[src/rtl/smpl_core_mc_pkg.sv]
// Shared types for the multi-cycle smpl accumulator core: opcode encoding,
// FSM states and a small opcode classification helper.
package smpl_core_mc_pkg;

    typedef enum logic [2:0] {
        OP_ADD = 3'b000,
        OP_SUB = 3'b001,
        OP_AND = 3'b010,
        OP_OR  = 3'b011,
        OP_LDA = 3'b100,
        OP_STA = 3'b101,
        OP_JMP = 3'b110,
        OP_JZ  = 3'b111
    } opcode_e;

    typedef enum logic [1:0] {
        FETCH,
        EXEC,
        MEM
    } state_e;

    // Only the arithmetic ops produce a carry/borrow; logic ops and loads keep it.
    function automatic logic writesCarry(opcode_e op);
        return (op == OP_ADD) || (op == OP_SUB);
    endfunction

endpackage

[src/rtl/smpl_core_mc_if.sv]
// Instruction-fetch and data-memory bus of the smpl core. The core is the
// master; instruction ROM and data RAM sit behind the slave side.
interface smpl_core_mc_if #(
    parameter int DW = 16,
    parameter int AW = 13
);
    logic [AW-1:0] iaddr;
    logic [DW-1:0] idata;
    logic [AW-1:0] daddr;
    logic [DW-1:0] datai;
    logic [DW-1:0] datao;
    logic          renbl;
    logic          wenbl;
    logic          dready;

    modport master (
        output iaddr, daddr, datao, renbl, wenbl,
        input  idata, datai, dready
    );

    modport slave (
        input  iaddr, daddr, datao, renbl, wenbl,
        output idata, datai, dready
    );
endinterface

[src/rtl/smpl_core_mc_alu.sv]
// Combinational ALU of the smpl core: combines the accumulator with memory
// read data and reports carry (ADD) or borrow (SUB).
module smpl_core_mc_alu
    import smpl_core_mc_pkg::*;
#(
    parameter int DW = 16
) (
    input  opcode_e         op_i,
    input  logic [DW-1:0]   acc_i,
    input  logic [DW-1:0]   datai_i,
    output logic [DW-1:0]   result_o,
    output logic            carry_o
);

    always_comb begin
        result_o = acc_i;
        carry_o  = 1'b0;
        case (op_i)
            OP_ADD: {carry_o, result_o} = {1'b0, acc_i} + {1'b0, datai_i};
            OP_SUB: begin
                result_o = acc_i - datai_i;
                carry_o  = (acc_i < datai_i);
            end
            OP_AND: result_o = acc_i & datai_i;
            OP_OR:  result_o = acc_i | datai_i;
            OP_LDA: result_o = datai_i;
            default: ;
        endcase
    end

endmodule

[src/rtl/smpl_core_mc.sv]
// Multi-cycle smpl accumulator core: FETCH/EXEC/MEM sequencer with a
// wait-state data bus, optional access timeout and sticky bus error.
module smpl_core_mc
    import smpl_core_mc_pkg::*;
#(
    parameter int DW      = 16,
    parameter int AW      = 13,
    parameter int TIMEOUT = 15
) (
    input  logic            clock,
    input  logic            reset,
    smpl_core_mc_if.master  bus,
    output logic [DW-1:0]   acc_o,
    output logic            zflag,
    output logic            cflag,
    output logic            bus_err
);

    localparam int CW = (TIMEOUT > 1) ? $clog2(TIMEOUT + 1) : 1;

    state_e        state_q, state_d;
    logic [AW-1:0] pc_q, pc_d;
    opcode_e       opcode_q, opcode_d;
    logic [AW-1:0] operand_q, operand_d;
    logic [DW-1:0] acc_q, acc_d;
    logic          z_q, z_d;
    logic          c_q, c_d;
    logic          err_q, err_d;
    logic          ren_q, ren_d;
    logic          wen_q, wen_d;
    logic [AW-1:0] daddr_q, daddr_d;
    logic [DW-1:0] datao_q, datao_d;
    logic [CW-1:0] wcnt_q, wcnt_d;

    logic [DW-1:0] aluResult;
    logic          aluCarry;
    logic          timeoutHit;

    smpl_core_mc_alu #(.DW(DW)) u_alu (
        .op_i     (opcode_q),
        .acc_i    (acc_q),
        .datai_i  (bus.datai),
        .result_o (aluResult),
        .carry_o  (aluCarry)
    );

    // This MEM cycle is the last allowed one without dready.
    assign timeoutHit = (TIMEOUT != 0) && ((int'(wcnt_q) + 1) == TIMEOUT);

    always_comb begin
        state_d   = state_q;
        pc_d      = pc_q;
        opcode_d  = opcode_q;
        operand_d = operand_q;
        acc_d     = acc_q;
        z_d       = z_q;
        c_d       = c_q;
        err_d     = err_q;
        ren_d     = ren_q;
        wen_d     = wen_q;
        daddr_d   = daddr_q;
        datao_d   = datao_q;
        wcnt_d    = wcnt_q;

        case (state_q)
            FETCH: begin
                opcode_d  = opcode_e'(bus.idata[DW-1:DW-3]);
                operand_d = bus.idata[AW-1:0];
                state_d   = EXEC;
            end
            EXEC: begin
                case (opcode_q)
                    OP_JMP: begin
                        pc_d    = operand_q;
                        state_d = FETCH;
                    end
                    OP_JZ: begin
                        pc_d    = z_q ? operand_q : pc_q + 1'b1;
                        state_d = FETCH;
                    end
                    OP_STA: begin
                        daddr_d = operand_q;
                        datao_d = acc_q;
                        wen_d   = 1'b1;
                        wcnt_d  = '0;
                        state_d = MEM;
                    end
                    default: begin
                        daddr_d = operand_q;
                        ren_d   = 1'b1;
                        wcnt_d  = '0;
                        state_d = MEM;
                    end
                endcase
            end
            MEM: begin
                // dready is checked first so a late completion beats the timeout.
                if (bus.dready) begin
                    ren_d   = 1'b0;
                    wen_d   = 1'b0;
                    pc_d    = pc_q + 1'b1;
                    state_d = FETCH;
                    if (opcode_q != OP_STA) begin
                        acc_d = aluResult;
                        z_d   = (aluResult == '0);
                        if (writesCarry(opcode_q)) begin
                            c_d = aluCarry;
                        end
                    end
                end else if (timeoutHit) begin
                    ren_d   = 1'b0;
                    wen_d   = 1'b0;
                    err_d   = 1'b1;
                    pc_d    = pc_q + 1'b1;
                    state_d = FETCH;
                end else begin
                    wcnt_d = wcnt_q + 1'b1;
                end
            end
            default: state_d = FETCH;
        endcase
    end

    always_ff @(posedge clock) begin
        if (reset) begin
            state_q   <= FETCH;
            pc_q      <= '0;
            opcode_q  <= OP_ADD;
            operand_q <= '0;
            acc_q     <= '0;
            z_q       <= 1'b0;
            c_q       <= 1'b0;
            err_q     <= 1'b0;
            ren_q     <= 1'b0;
            wen_q     <= 1'b0;
            daddr_q   <= '0;
            datao_q   <= '0;
            wcnt_q    <= '0;
        end else begin
            state_q   <= state_d;
            pc_q      <= pc_d;
            opcode_q  <= opcode_d;
            operand_q <= operand_d;
            acc_q     <= acc_d;
            z_q       <= z_d;
            c_q       <= c_d;
            err_q     <= err_d;
            ren_q     <= ren_d;
            wen_q     <= wen_d;
            daddr_q   <= daddr_d;
            datao_q   <= datao_d;
            wcnt_q    <= wcnt_d;
        end
    end

    assign bus.iaddr = pc_q;
    assign bus.daddr = daddr_q;
    assign bus.datao = datao_q;
    assign bus.renbl = ren_q;
    assign bus.wenbl = wen_q;
    assign acc_o     = acc_q;
    assign zflag     = z_q;
    assign cflag     = c_q;
    assign bus_err   = err_q;

endmodule
[src/flat_wrapper.sv]
// flat-port wrapper written by rule: the top's interface ports become plain ports
module smpl_core_mc_flat import smpl_core_mc_pkg::*;
#(
    parameter int DW      = 16,
    parameter int AW      = 13,
    parameter int TIMEOUT = 15
)
  (clock, reset, acc_o, zflag, cflag, bus_err, bus_iaddr, bus_daddr, bus_datao, bus_renbl, bus_wenbl, bus_idata, bus_datai, bus_dready);
  smpl_core_mc_if #(.DW(DW), .AW(AW)) bus_i ();
  input  logic clock;
  input  logic reset;
  output logic [DW-1:0] acc_o;
  output logic zflag;
  output logic cflag;
  output logic bus_err;
  output wire logic [$bits(bus_i.iaddr)-1:0] bus_iaddr;
  output wire logic [$bits(bus_i.daddr)-1:0] bus_daddr;
  output wire logic [$bits(bus_i.datao)-1:0] bus_datao;
  output wire logic [$bits(bus_i.renbl)-1:0] bus_renbl;
  output wire logic [$bits(bus_i.wenbl)-1:0] bus_wenbl;
  input wire logic [$bits(bus_i.idata)-1:0] bus_idata;
  input wire logic [$bits(bus_i.datai)-1:0] bus_datai;
  input wire logic [$bits(bus_i.dready)-1:0] bus_dready;
  assign bus_iaddr = bus_i.iaddr;
  assign bus_daddr = bus_i.daddr;
  assign bus_datao = bus_i.datao;
  assign bus_renbl = bus_i.renbl;
  assign bus_wenbl = bus_i.wenbl;
  assign bus_i.idata = bus_idata;
  assign bus_i.datai = bus_datai;
  assign bus_i.dready = bus_dready;
  smpl_core_mc #(.DW(DW), .AW(AW), .TIMEOUT(TIMEOUT)) u_core (.clock(clock), .reset(reset), .bus(bus_i), .acc_o(acc_o), .zflag(zflag), .cflag(cflag), .bus_err(bus_err));
endmodule
[config.mk]
export PLATFORM = sky130hd
export DESIGN_NAME = smpl_core_mc_flat
export DESIGN_NICKNAME = d
export VERILOG_FILES = /design/src/rtl/smpl_core_mc_pkg.sv /design/src/rtl/smpl_core_mc_if.sv /design/src/rtl/smpl_core_mc_alu.sv /design/src/rtl/smpl_core_mc.sv /design/src/flat_wrapper.sv
export SDC_FILE = /design/constraint.sdc
export NUM_CORES = 1
export LEC_CHECK = 0
export CORE_ASPECT_RATIO = 1.25
export CORE_MARGIN = 2
export CORE_UTILIZATION = 35
export DETAILED_ROUTE_END_ITERATION = 8
export SYNTH_ARGS = -nofsm -noshare
export SYNTH_HDL_FRONTEND = slang
export SYNTH_HIERARCHICAL = 1
export SYNTH_SLANG_ARGS = --single-unit
[constraint.sdc]
create_clock -name clock -period 5.1 [get_ports clock]
set_input_delay 1.02 -clock clock [delete_from_list [all_inputs] [get_ports clock]]
set_output_delay 1.02 -clock clock [all_outputs]
set_load 0.01 [all_outputs]
==> results.json <==
{
  "status": "complete, no violations",
  "portBuffers": 97,
  "areaGrowthSynthToFinish_pct": 21.9,
  "cts_buffer_depth": 2,
  "post-route-period-util": 0.814,
  "grt_pass1_vias": 6253,
  "grt-ovfl-total": 0,
  "worst_pin_slew_ns": 1.13,
  "routed_wl_um": 20900,
  "endpoint": "u_core/zflag",
  "yosysSeqAreaShare": 0.265,
  "rsz0062_at_grt": "no",
  "io_pins": 98,
  "holdCritPathClass": "flip-flop to flip-flop",
  "drv_cap": 0,
  "layout-drive-gt1-share": 0.0514,
  "final_common_cell": "nand2_1",
  "synth.distinct_cells": 84,
  "grt_max_degree": 86,
  "holdBufCountCts": 0,
  "die_h_um": 156,
  "hold_path_depth": 2,
  "timing.reg2reg.worst_path_depth": 14,
  "clk_pin_slew_worst_paths_ns": 0.06,
  "worstReg2RegStart": "u_core/acc_o[0]",
  "skew_ns": 0.00577,
  "initial_utilization": 0.357,
  "synth_nets": 979,
  "syn_area_per_cell_um2": 7.27,
  "clock-root-buffer": "clkbuf_16",
  "finalNetCount": 1043,
  "htree_levels": 3,
  "end_kind": "flip-flop",
  "insertion_delay_ns": 0.33,
  "cp-start-kind": "input port",
  "finalPower_mw": 2.00,
  "tritoncts": "yes",
  "rows": 55,
  "postSynthCellCount": 885,
  "wire_per_inst_um": 17.7,
  "crit_fanout": 12,
  "core_area_um2": 18000,
  "crit_type": "input port to flip-flop",
  "p_leak_nw": 3.04,
  "post-cts-setup-buffer-count": 0,
  "synth-edff-count": 0,
  "worstReg2RegEnd": "u_core/zflag",
  "dp_hpwl_um": 15200,
  "grt.total_usage": 0.208,
  "hold_viol_final": 0,
  "die_w_um": 125,
  "setup_viol": 0,
  "ys_ff_latch": 85,
  "cp-startpoint": "bus_datai[10]",
  "finalCriticalPeriod_ns": 4.15,
  "vias": 6560,
  "powerDensity_nw_per_um2": 255,
  "cts_buffers": 9,
  "netlist_area_um2": 6430,
  "relSlewSlack": 0.244,
  "final_cell_mix": "nand2_1 (137), a21oi_1 (122), clkdlybuf4s50_1 (96)",
  "critical_path_required_ns": 5.35,
  "drtAntennaViolNets": 0,
  "finalMaxSlewViolations": 0,
  "vdd_drop_max_uv": 162,
  "tns_ns": 0,
  "gp_congestion": 0.970,
  "grt_pass1_wl_um": 33100,
  "fmax_mhz": 241,
  "design.die.area_um2": 19500,
  "async_flop_share": 0,
  "ctsResizeCount": 0,
  "antenna_found_initial": 0,
  "reg2reg_slack_ns": 1.61,
  "via_per_inst": 5.55,
  "dominantRegCellSynth": "dfxtp_1",
  "antennaDiodeCount": 0,
  "critPathArrivalTime_ns": 4.41,
  "dr.pass1.iters": 5,
  "drc_errors": 0,
  "cts_sinks": 85,
  "drtIter0Drc": 437,
  "yosys_warnings": 6
}
-- where the power goes --
| group | leakage [nW] | switching, mW | internal [mW] |
|---|---|---|---|
| clock network | 0.150 | 0.266 | 0.431 |
| logic | 2.19 | 0.339 | 0.219 |
| registers | 0.691 | 0.0431 | 0.701 |
-- synthesized netlist by cell type, types with 8 or more instances --
master,count,share of area
a21oi_1,122,0.095
a31oi_1,11,0.011
nand2_1,137,0.080
inv_1,55,0.032
nand3_1,17,0.013
mux2i_1,21,0.033
o21ai_0,58,0.045
dfxtp_1,85,0.26
o22ai_1,20,0.019
nor3_1,14,0.011
buf_2,9,0.0070
a211oi_1,12,0.014
ha_1,57,0.11
o211ai_1,8,0.0093
nor2_1,72,0.042
clkbuf_1,33,0.019
-- worst min path at each step --
stage | startpoint | endpoint | slack [ns]
after detailed placement | u_core/bus.daddr[6] | u_core/bus.daddr[6] | 0.45
after global placement | u_core/bus.datao[9] | u_core/bus.datao[9] | 0.44
after global routing | u_core/bus.datao[8] | u_core/bus.datao[8] | 0.47
after CTS | u_core/bus.datao[8] | u_core/bus.datao[8] | 0.45
final | u_core/bus.datao[8] | u_core/bus.datao[8] | 0.45
after floorplan | u_core/operand_q[5] | u_core/bus.daddr[5] | 0.44
-- cell type report --
class	count	area, um2
repair buffers	106	1030
clock inverters	5	85.1
clock buffers	11	233
multi-input cells	690	4290
well taps	228	285
inverters	57	214
flip-flops and latches	85	1700
fillers	1884	10200
-- registers in the layout, summed over array words and instances (netlist names) --
name,flops
u_core/bus.renbl,1
u_core/bus.iaddr,13
u_core/operand_q,13
u_core/bus.daddr,13
u_core/bus.datao,16
u_core/cflag,1
u_core/zflag,1
u_core/bus_err,1
u_core/wcnt_q,4
u_core/bus.wenbl,1
u_core/acc_o,16
u_core/opcode_q,3
u_core/state_q,2
-- worst max-delay path, cell delays in order --
cell             delay [ns]
clkdlybuf4s50_1        0.53
inv_1                  0.09
ha_1                   0.42
or4_1                  0.65
a21oi_1                0.16
a211oi_1               0.10
o211a_1                0.14
or3_1                  0.36
o32a_1                 0.37
nor4_1                 0.15
and4_1                 0.20
nand2_1                0.05
a21oi_1                0.16
-- layer usage --
metal / vias to the layer above / wire length (um) / part of all wire / global-route usage
li1: 3276 / - / - / -
met3: 40 / 1180 / 0.056 / 0.0326
met1: 3051 / 8660 / 0.41 / 0.246
met2: 193 / 10500 / 0.50 / 0.378
met5: - / 0 / 0 / 0
met4: 0 / 578 / 0.028 / 0.0778
-- stage by stage --
step / setup slack, ns / util / hold WS [ns] / cell area, um2 / instances
2_1_floorplan: 1.50 / - / 0.441 / 6430 / 885
3_3_place_gp: 0.621 / 0.417 / 0.444 / 7520 / 1166
3_5_place_dp: 0.596 / 0.417 / 0.449 / 7520 / 1166
4_1_cts: 0.933 / 0.435 / 0.455 / 7840 / 1182
5_1_grt: 0.695 / 0.435 / 0.475 / 7840 / 1182
6_report: 0.946 / 0.435 / 0.453 / 7840 / 1182
-- cells by family (layout without fill, tap and decap cells) --
kind of cell / after synthesis / in the layout / share of synthesized area
AOI/OAI and AO/OA: 302 / 302 / 0.292
and+or+nand+nor: 300 / 300 / 0.212
buffers and inverters: 110 / 179 / 0.0702
DFF: 85 / 85 / 0.265
adders and majority gates: 59 / 59 / 0.117
muxes: 22 / 22 / 0.0344
xor gates and xnor gates: 7 / 7 / 0.00953
Note: power is estimated with default switching activity, not from simulation.
==> edit 1, RTL diff (config.mk and constraints unchanged) <==
Put one more register stage on the output `cflag`, with the module's reset. The value now appears one clock later. The other outputs are not delayed to match.
--- a/src/rtl/smpl_core_mc.sv
+++ b/src/rtl/smpl_core_mc.sv
@@ -162,3 +162,9 @@
     assign zflag     = z_q;
-    assign cflag     = c_q;
+    always_ff @(posedge clock) begin
+        if (reset) begin
+            cflag <= '0;
+        end else begin
+            cflag <= c_q;
+        end
+    end
     assign bus_err   = err_q;
Behaviour: not the same (a bounded check fails within 4 cycles, from zero or initial values and one cycle with reset high).
==> edit 1 against the original RTL <==
- sequential cell count rose by 1
- worst setup slack got worse by 28 ps
- wire length fell by 3.4%
- via count fell by 3.2%
- final area fell by 2.1%
- clock skew rose by 11 ps
- area after synthesis fell by 1.3%
- hold slack improved by 1.6 ps
- sequential power rose by 1%
- global-route usage fell by 0.20 points
- first-iteration DRC count rose by 50%
- total power fell by 3.7%
==> edit 1: results <==
[routing]
routed-wl-met3_um = 780
vias = 6351
dr.pass1.iters = 6
wl_met2_mm = 10.03
wirelength_met1_mm = 9.001
first_iter_violations = 656

[layout]
area_growth_syn_to_layout_pct = 20.93
nFillCells = 1886

[worst_setup_path]
arrival_ps = 4460
reg2reg_slack_ps = 1580
cp_max_fo = 5

[pwr]
leakagePower_nw = 2.997

[placement]
hpwl_mm = 14.72
place_congestion = 0.9364
dpl-instance-area_um2 = 7391
pre_cts_slack_ps = 582.1

[synth]
synth_cell_types = 77
synthAdderAreaFrac_pct = 12.06
synth_area_leaders = dfxtp_1 (27%), ha_1 (11%), a21oi_1 (10%), nand2_1 (8.2%), nor2_1 (3.7%)
synth_nets = 948
ys_seq_area_share_pct = 27.12
synth_xor_area_share_pct = 1.518

[timing]
tightestPinTransition_ps = 1051
finClkSkew_ps = 16.36
min_period_ps = 4182

[hold_path]
min-delay-start = u_core/bus.daddr[10]$_SDFFE_PP0P_
whs_endpoint = u_core/bus.daddr[10]$_SDFFE_PP0P_

[global_routing]
use_met3_pct = 2.560
grtUsageMet2_pct = 36.72
grt_max_degree = 49
track_usage_pct = 20.60
grt_first_pass_wirelength_mm = 32.39
gr-usage-met1_pct = 26.14
grt_pass1_vias = 5964

[status]
status = finished, final reports clean
edit 1: cell count changes in the layout (fill, tap and decap cells not counted), sizes merged, moves of 5 or more:
cell	unedited run	this run
nor2	74	62
xnor2	4	9
o21ai	59	32
a31oi	11	16
or3	6	1
a21oi	122	129
edit 1: worst max-delay path, cell delays in order:
cell             delay [ps]
clkdlybuf4s50_1         560
inv_1                   120
ha_1                    310
o21ba_2                 210
nor4_1                  290
o21ai_0                 230
a31oi_1                 550
mux2i_1                 260
and4b_1                 200
a21oi_1                  50
nor4_1                  270
nand4_1                 120
nor2_1                  100
a21oi_1                  50
nor2_1                  110
edit 1: layout make-up:
cell class	instances	area share, %
Clock inverter	4	0.4238
Sequential cell	86	22.43
Timing Repair Buffer	106	13.46
Clock buffer	11	3.293
Tap cell	228	3.716
Multi-Input combinational cell	660	53.94
Inverter	56	2.738
edit 1: power by group:
part           internal (mW)  switching [mW]  total, mW
Clock                  0.356           0.276      0.633
Sequential             0.709          0.0461      0.755
Combinational          0.216           0.322      0.537
==> edit 2, RTL diff (same settings) <==
Without the edit above. `AW` is set to 13 in 3 places; all go to 11.
--- a/src/rtl/smpl_core_mc_if.sv
+++ b/src/rtl/smpl_core_mc_if.sv
@@ -4,3 +4,3 @@
     parameter int DW = 16,
-    parameter int AW = 13
+    parameter int AW = 11
 );
--- a/src/rtl/smpl_core_mc.sv
+++ b/src/rtl/smpl_core_mc.sv
@@ -6,3 +6,3 @@
     parameter int DW      = 16,
-    parameter int AW      = 13,
+    parameter int AW      = 11,
     parameter int TIMEOUT = 15
--- a/src/flat_wrapper.sv
+++ b/src/flat_wrapper.sv
@@ -4,3 +4,3 @@
     parameter int DW      = 16,
-    parameter int AW      = 13,
+    parameter int AW      = 11,
     parameter int TIMEOUT = 15
Ports: changed (resized bus_daddr and bus_iaddr); port bits go from 98 to 94. No check against the original RTL was run, so the function may have changed too.
==> edit 2 against the original RTL <==
- total power fell by 7.2%
- wire length fell by 11%
- clock skew fell by 0.93 ps
- non-clock buffer count did not move
- critical path type unchanged
- largest cell class unchanged
- area after synthesis decreased by 3.6%
- sequential cell count down 6
- sequential power decreased by 7.1%
- highest routed layer unchanged
- worst setup slack worse by 120 ps
- final area down 3.6%
==> edit 2: results <==
[status]
status = finished, final reports clean

[routing]
avgViaCountPerCell = 5.454
vias = 6130
dr.pass1.iters = 6
routed-wl-met3_mm = 1.042

[synth]
ys_top_cells_by_count = a21oi_1 (104), nand2_1 (98), nor2_1 (86), dfxtp_1 (79), inv_1 (57)
synth_area_leaders = dfxtp_1 (25%), ha_1 (11%), a21oi_1 (8.4%), nand2_1 (5.9%), mux2i_1 (5.8%)
synth_cell_types = 83
ys_seq_area_share_pct = 25.50
synth_nets = 922

[layout]
num-nets-final = 989
nClkBuffers = 10
inverters = 58
num-multi-input-gates = 642

[worst_setup_path]
arrival_ps = 4550
crit_start = bus_datai[1]
cp_slowest_cell = clkdlybuf4s50_1
crit_family = buffers and inverters
slowest_delay_ps = 510
r2r-start = u_core/acc_o[1]$_SDFFE_PP0P_
reg2reg_slack_ps = 1430

[pwr]
p_int_mw = 1.254
pwr-share-comb_pct = 28.3
vdd_drop_max_uv = 186.5

[global_routing]
track_usage_pct = 19.88
grt_first_pass_wirelength_mm = 29.96

[placement]
placed_cells = 1109

[hold_path]
min-delay-start = u_core/bus.datao[9]$_SDFFE_PP0P_

[timing]
min_period_ps = 4277
-- edit 2: worst register-to-register path, cell delays in order (launching register included) --
cell      delay (ps)
dfxtp_1          560
inv_1            160
ha_1             360
nor2_1            70
o311ai_0         370
buf_4            200
a21oi_1           80
or2_2            320
mux2_2           280
o32a_1           320
nor4_1           280
buf_4            170
nand4_1           70
mux2_2           270
nor2_1            80
-- edit 2: metrics by stage --
stage	cell area (um2)	util, %	power, mW	hold slack, ps
3_3_place_gp	7261	41.65	1.223	445.9
6_report	7559	43.36	1.855	455.0
5_1_grt	7559	43.36	1.959	477.9
3_5_place_dp	7261	41.65	1.224	447.5
2_1_floorplan	6202	-	1.052	439.6
4_1_cts	7559	43.36	1.874	455.9
-- edit 2: routing by layer --
layer	global-route usage, %	up-vias
li1	-	3078
met1	24.85	2844
met2	33.78	173
met3	3.507	35
met4	7.251	0
met5	0	-
